### src/rtl/sha256_pkg.sv
// rtl/sha256_pkg.sv - shared SHA-256 widths, word type, FSM states and 4-operand adder
package sha256_pkg;
  localparam int WORD_W    = 32;
  localparam int BLOCK_W   = 512;
  localparam int WIN_DEPTH = 16;

  typedef logic [WORD_W-1:0] word_t;

  typedef enum logic {IDLE, RUN} state_t;

  // Two 3:2 compressor levels feed a single carry-propagate add; top carries drop out (mod 2^32).
  function automatic word_t add4(word_t a, word_t b, word_t c, word_t d);
    word_t s1, c1, s2, c2;
    s1 = a ^ b ^ c;
    c1 = ((a & b) | (a & c) | (b & c)) << 1;
    s2 = s1 ^ c1 ^ d;
    c2 = ((s1 & c1) | (s1 & d) | (c1 & d)) << 1;
    return s2 + c2;
  endfunction
endpackage

### src/rtl/sha256_msg_schedule_if.sv
// rtl/sha256_msg_schedule_if.sv - block-in / word-out handshake bundle; w_idx only with MSG_SCHED_IDX_EN
interface sha256_msg_schedule_if;
  import sha256_pkg::*;

  logic               blk_valid;
  logic               blk_ready;
  logic [BLOCK_W-1:0] blk_data;
  logic               flush;
  logic               w_valid;
  logic               w_ready;
  word_t              w_data;
  logic               w_last;
`ifdef MSG_SCHED_IDX_EN
  logic [5:0]         w_idx;
`endif

  modport master (
    output blk_valid, blk_data, flush, w_ready,
`ifdef MSG_SCHED_IDX_EN
    input  w_idx,
`endif
    input  blk_ready, w_valid, w_data, w_last
  );

  modport slave (
    input  blk_valid, blk_data, flush, w_ready,
`ifdef MSG_SCHED_IDX_EN
    output w_idx,
`endif
    output blk_ready, w_valid, w_data, w_last
  );
endinterface

### src/rtl/sha256_msg_window.sv
// rtl/sha256_msg_window.sv - 16-word schedule window with parallel block load and shift-in
module sha256_msg_window
  import sha256_pkg::*;
(
  input  logic                       clk,
  input  logic                       rst,
  input  logic                       load,
  input  logic [BLOCK_W-1:0]         load_data,
  input  logic                       shift,
  input  word_t                      new_word,
  output word_t [WIN_DEPTH-1:0]      win
);
  always_ff @(posedge clk or posedge rst) begin
    if (rst) begin
      win <= '0;
    end else if (load) begin
      // word 0 sits in the most significant slice of the block
      for (int i = 0; i < WIN_DEPTH; i++)
        win[i] <= load_data[BLOCK_W-1-WORD_W*i -: WORD_W];
    end else if (shift) begin
      for (int i = 0; i < WIN_DEPTH-1; i++)
        win[i] <= win[i+1];
      win[WIN_DEPTH-1] <= new_word;
    end
  end
endmodule

### src/rtl/sigma0.sv
// rtl/sigma0.sv - SHA-256 small sigma0: ROTR7 ^ ROTR18 ^ SHR3
module sigma0
  import sha256_pkg::*;
(
  input  word_t x,
  output word_t y
);
  assign y = {x[6:0], x[31:7]} ^ {x[17:0], x[31:18]} ^ (x >> 3);
endmodule

### src/rtl/sigma1.sv
// rtl/sigma1.sv - SHA-256 small sigma1: ROTR17 ^ ROTR19 ^ SHR10
module sigma1
  import sha256_pkg::*;
(
  input  word_t x,
  output word_t y
);
  assign y = {x[16:0], x[31:17]} ^ {x[18:0], x[31:19]} ^ (x >> 10);
endmodule

### src/rtl/sha256_msg_schedule.sv
// rtl/sha256_msg_schedule.sv - expands a 512-bit block into NUM_W schedule words; MSG_SCHED_IDX_EN adds w_idx
module sha256_msg_schedule
  import sha256_pkg::*;
#(
  parameter int NUM_W = 64
) (
  input  logic                  clk,
  input  logic                  rst,
  sha256_msg_schedule_if.slave  bus
);
  localparam logic [5:0] LAST_IDX = 6'(NUM_W-1);

  state_t                 state;
  logic [5:0]             cnt;
  logic                   blk_ready_q;
  logic                   w_valid_q;
  logic                   w_last_q;
  word_t [WIN_DEPTH-1:0]  win;
  word_t                  s0, s1, next_word;
  logic                   load, shift;

  assign load  = (state == IDLE) && bus.blk_valid && !bus.flush;
  assign shift = (state == RUN) && bus.w_ready && !bus.flush;

  sigma0 u_sigma0 (.x(win[1]),  .y(s0));
  sigma1 u_sigma1 (.x(win[14]), .y(s1));

  assign next_word = add4(s1, win[9], s0, win[0]);

  sha256_msg_window u_window (
    .clk       (clk),
    .rst       (rst),
    .load      (load),
    .load_data (bus.blk_data),
    .shift     (shift),
    .new_word  (next_word),
    .win       (win)
  );

  always_ff @(posedge clk or posedge rst) begin
    if (rst) begin
      state       <= IDLE;
      cnt         <= '0;
      blk_ready_q <= 1'b1;
      w_valid_q   <= 1'b0;
      w_last_q    <= 1'b0;
    end else if (bus.flush) begin
      state       <= IDLE;
      cnt         <= '0;
      blk_ready_q <= 1'b1;
      w_valid_q   <= 1'b0;
      w_last_q    <= 1'b0;
    end else begin
      case (state)
        IDLE: begin
          if (bus.blk_valid) begin
            state       <= RUN;
            cnt         <= '0;
            blk_ready_q <= 1'b0;
            w_valid_q   <= 1'b1;
            w_last_q    <= 1'b0;
          end
        end
        RUN: begin
          if (bus.w_ready) begin
            if (cnt == LAST_IDX) begin
              state       <= IDLE;
              cnt         <= '0;
              blk_ready_q <= 1'b1;
              w_valid_q   <= 1'b0;
              w_last_q    <= 1'b0;
            end else begin
              cnt      <= cnt + 6'd1;
              w_last_q <= (cnt + 6'd1 == LAST_IDX);
            end
          end
        end
        default: state <= IDLE;
      endcase
    end
  end

  assign bus.blk_ready = blk_ready_q;
  assign bus.w_valid   = w_valid_q;
  assign bus.w_last    = w_last_q;
  assign bus.w_data    = win[0];
`ifdef MSG_SCHED_IDX_EN
  assign bus.w_idx     = cnt;
`endif
endmodule

### src/flat_wrapper.sv
// flat-port wrapper written by rule: the top's interface ports become plain ports
module sha256_msg_schedule_flat import sha256_pkg::*;
#(
  parameter int NUM_W = 64
)
  (clk, rst, bus_blk_valid, bus_blk_data, bus_flush, bus_w_ready, bus_blk_ready, bus_w_valid, bus_w_data, bus_w_last);
  sha256_msg_schedule_if bus_i ();
  input  logic clk;
  input  logic rst;
  input wire logic [$bits(bus_i.blk_valid)-1:0] bus_blk_valid;
  input wire logic [$bits(bus_i.blk_data)-1:0] bus_blk_data;
  input wire logic [$bits(bus_i.flush)-1:0] bus_flush;
  input wire logic [$bits(bus_i.w_ready)-1:0] bus_w_ready;
  output wire logic [$bits(bus_i.blk_ready)-1:0] bus_blk_ready;
  output wire logic [$bits(bus_i.w_valid)-1:0] bus_w_valid;
  output wire logic [$bits(bus_i.w_data)-1:0] bus_w_data;
  output wire logic [$bits(bus_i.w_last)-1:0] bus_w_last;
  assign bus_i.blk_valid = bus_blk_valid;
  assign bus_i.blk_data = bus_blk_data;
  assign bus_i.flush = bus_flush;
  assign bus_i.w_ready = bus_w_ready;
  assign bus_blk_ready = bus_i.blk_ready;
  assign bus_w_valid = bus_i.w_valid;
  assign bus_w_data = bus_i.w_data;
  assign bus_w_last = bus_i.w_last;
  sha256_msg_schedule #(.NUM_W(NUM_W)) u_core (.clk(clk), .rst(rst), .bus(bus_i));
endmodule
### config.mk
export PLATFORM = sky130hd
export DESIGN_NAME = sha256_msg_schedule_flat
export DESIGN_NICKNAME = d
export VERILOG_FILES = /design/src/rtl/sha256_pkg.sv /design/src/rtl/sha256_msg_schedule_if.sv /design/src/rtl/sha256_msg_window.sv /design/src/rtl/sigma0.sv /design/src/rtl/sigma1.sv /design/src/rtl/sha256_msg_schedule.sv /design/src/flat_wrapper.sv
export SDC_FILE = /design/constraint.sdc
export NUM_CORES = 2
export LEC_CHECK = 0
export CORE_MARGIN = 3
export CORE_UTILIZATION = 30
export CTS_CLUSTER_DIAMETER = 80
export DETAILED_ROUTE_END_ITERATION = 16
export PLACE_DENSITY = 0.59
export SLEW_MARGIN = 20
export SYNTH_ARGS = -nofsm -noshare
export SYNTH_HDL_FRONTEND = slang
export SYNTH_SLANG_ARGS = --single-unit
### constraint.sdc
create_clock -name clk -period 44.6 [get_ports clk]
set_clock_uncertainty 0.2 [all_clocks]
set_input_delay 8.92 -clock clk [delete_from_list [all_inputs] [get_ports clk]]
set_output_delay 8.92 -clock clk [all_outputs]
set_load 0.05 [all_outputs]
==> results.ini <==
[outcome]
status = finished clean

[drt]
wl_per_cell_um = 22.5
vias = 25000
drt_iter0_markers = 2384
drt_wl_total_um = 114000
via_per_inst = 4.96
drc = 0
dr.pass1.iters = 6
final_antenna_net_count = 0

[layout]
final_nets = 4344
final_common_cell = nand2_1
layout-drive-gt1-share = 0.0370
final_cell_mix = nand2_1 (1,014), clkdlybuf4s50_1 (551), dfrtp_1 (521)
area_growth_pct = 29.6

[critical_path]
cpPeakStageDelay_ns = 0.88
crit_path_end_kind = flop
r2r_slack_ns = 39.58
cp_top_family = buffers and inverters
worstSetupPathType = in2reg
rr_worst_depth = 15
r2r_start = u_core.u_window.win[51]$_DFFE_PP0P_
crit_arrival_ns = 13.52
critPathBufInv = 5
cpMostUsedCell = buf_4
timing.rr.end = u_core.u_window.win[505]$_DFFE_PP0P_
cp_slowest_cell = a21oi_4
cp.depth = 9
path_cells = clkdlybuf4s50_1 -> nand2b_1 -> a21oi_4 -> buf_4 -> buf_4 -> buf_12 -> buf_16 -> nor2_1 -> a31oi_1
worstPathMaxFanout = 187
cp.required_ns = 44.90
start_kind = input port

[timing]
relSlewSlack = 0.259
tightest_slew_ns = 1.11
setup_viol = 0
fin_crit_sh = 0.296
fin_crit_ns = 13.22
max_freq_mhz = 75.7
rsz0062_at_grt = no
hold_viol_final = 0
setup_tns_ns = 0
drv_slew = 0

[die]
coreArea_mm2 = 0.0918
die_height_um = 311
dieWidth_um = 311
initial_core_util = 0.303
rows = 111
pin_count = 552
die_area_mm2 = 0.0965

[synth]
synth_top_cell_by_area = dfrtp_1
seq_area_frac_synth = 0.469
synthArstFlopShare = 1.00
synthesis.nets = 4013
synthFlopType = dfrtp_1
synth.area.top_cells = dfrtp_1 (47%), nand2_1 (14%), a31oi_1 (11%)
synth_edf_count = 0
syn_inst = 3401
syn_avg_cell_area_um2 = 8.19
yosysWarnings = 0
synth_cell_type_count = 61
synth_seq_cells = 522
netlist_area_mm2 = 0.0278
synth_top_area_frac = 0.468

[clocking]
clk_pin_slew_ns = 0.06
postCtsResizedCells = 0
h-tree-depth = 3
cts_sinks = 522
clock-root-buffer = clkbuf_16
cts_buffers = 68
tritoncts = yes
clock_latency_ns = 0.60
post_cts_buffers = 0
cts_hold_buffers = 0
clock_path_buffers = 3

[grt]
antenna_found_initial = 34
gr-total-overflow = 0
grt_usage = 0.228
grt_pass1_wl_um = 164000
grt_start_max_net_pins = 281
grt_pass1_vias = 24300

[flow_run]
maxCapViolCount = 0

[place]
io_buffers = 551
gp_congestion = 0.885
hpwl_um = 86400

[min_path]
holdPathEnd = u_core.bus.w_valid$_DFFE_PP0P_
holdPathStages = 1
worstHoldStart = u_core.bus.w_valid$_DFFE_PP0P_
hold_class = reg2reg

worst reg2reg max path: cells and delay by family, from the launching register on:
| kind | cells | cell delay [ns] |
|---|---|---|
| flip-flops | 1 | 0.52 |
| AO/OA/AOI/OAI | 5 | 1.00 |
| adder cells (fa/ha/maj) | 4 | 1.66 |
| XOR/XNOR | 3 | 0.86 |
| buffers and inverters | 1 | 0.07 |
| AND/OR/NAND/NOR | 2 | 0.57 |
state kept, by name, summed over array words and instances (netlist names):
name,count
u_core.bus.w_valid,1
u_core.cnt,6
u_core.state,1
u_core.bus.w_last,1
u_core.bus.blk_ready,1
u_core.u_window.win,512
Yosys cell counts, drive strengths merged, types with 2 or more instances:
master	instances
nor2b	4
a211oi	4
nor3b	2
inv	92
o21a	5
ha	33
o41ai	3
fa	62
a2111oi	2
nand2	1014
nand4	7
nand2b	9
a221oi	2
or2	2
o22ai	2
o21bai	2
nand3	8
or3	2
a21oi	41
xnor2	94
a31oi	490
o31a	2
and3	4
a41oi	4
nor2	518
mux2i	2
nor3	5
clkbuf	228
dfrtp	521
a21o	12
xor2	52
a22oi	11
and2	3
o21ai	54
buf	89
cells by family after synthesis:
logic type,synth area share
AO/OA/AOI/OAI,0.145
XOR/XNOR,0.0459
adder cells (fa/ha/maj),0.0594
buffers and inverters,0.0615
flip-flops,0.469
multiplexers,0.000719
AND/OR/NAND/NOR,0.218
worst max path at each step:
stage | startpoint | endpoint | slack, ns
floorplan | rst | u_core.bus.w_last$_DFFE_PP0P_ | 20.90
global placement | bus_blk_valid | u_core.u_window.win[172]$_DFFE_PP0P_ | 30.99
detailed placement | bus_blk_valid | u_core.u_window.win[139]$_DFFE_PP0P_ | 30.92
CTS | bus_blk_valid | u_core.u_window.win[166]$_DFFE_PP0P_ | 31.55
global route | bus_blk_valid | u_core.u_window.win[231]$_DFFE_PP0P_ | 30.94
finish | bus_blk_valid | u_core.u_window.win[166]$_DFFE_PP0P_ | 31.38
metal layers:
layer / track usage / part of all wire / up-vias
met1: 0.301 / 0.43 / 12000
met5: 0 / 0.0021 / -
met4: 0.0676 / 0.028 / 34
met2: 0.370 / 0.47 / 885
li1: - / - / 11900
met3: 0.0571 / 0.073 / 174
stage by stage:
stage / util / hold slack (ns) / setup WS [ns] / cells / instance area [um^2]
6_report: 0.393 / 0.275 / 31.38 / 5041 / 36100
2_1_floorplan: - / 0.250 / 20.90 / 3401 / 27800
3_5_place_dp: 0.368 / 0.270 / 30.92 / 4903 / 33800
4_1_cts: 0.392 / 0.282 / 31.55 / 5023 / 36000
5_1_grt: 0.393 / 0.314 / 30.94 / 5031 / 36100
3_3_place_gp: 0.368 / 0.265 / 30.99 / 4903 / 33800
cell type report:
| cell class | count | area (um^2) |
|---|---|---|
| Clock inverter | 26 | 292 |
| Tap cell | 1243 | 1560 |
| Fill cell | 9423 | 55700 |
| Antenna cell | 16 | 40.0 |
| Inverter | 92 | 353 |
| Timing Repair Buffer | 578 | 5790 |
| Clock buffer | 94 | 1900 |
| Multi-Input combinational cell | 2470 | 13100 |
| Sequential cell | 522 | 13100 |
Power is not shown: default switching activity piles up to over one toggle a cycle in this logic, so the estimate is an artifact.
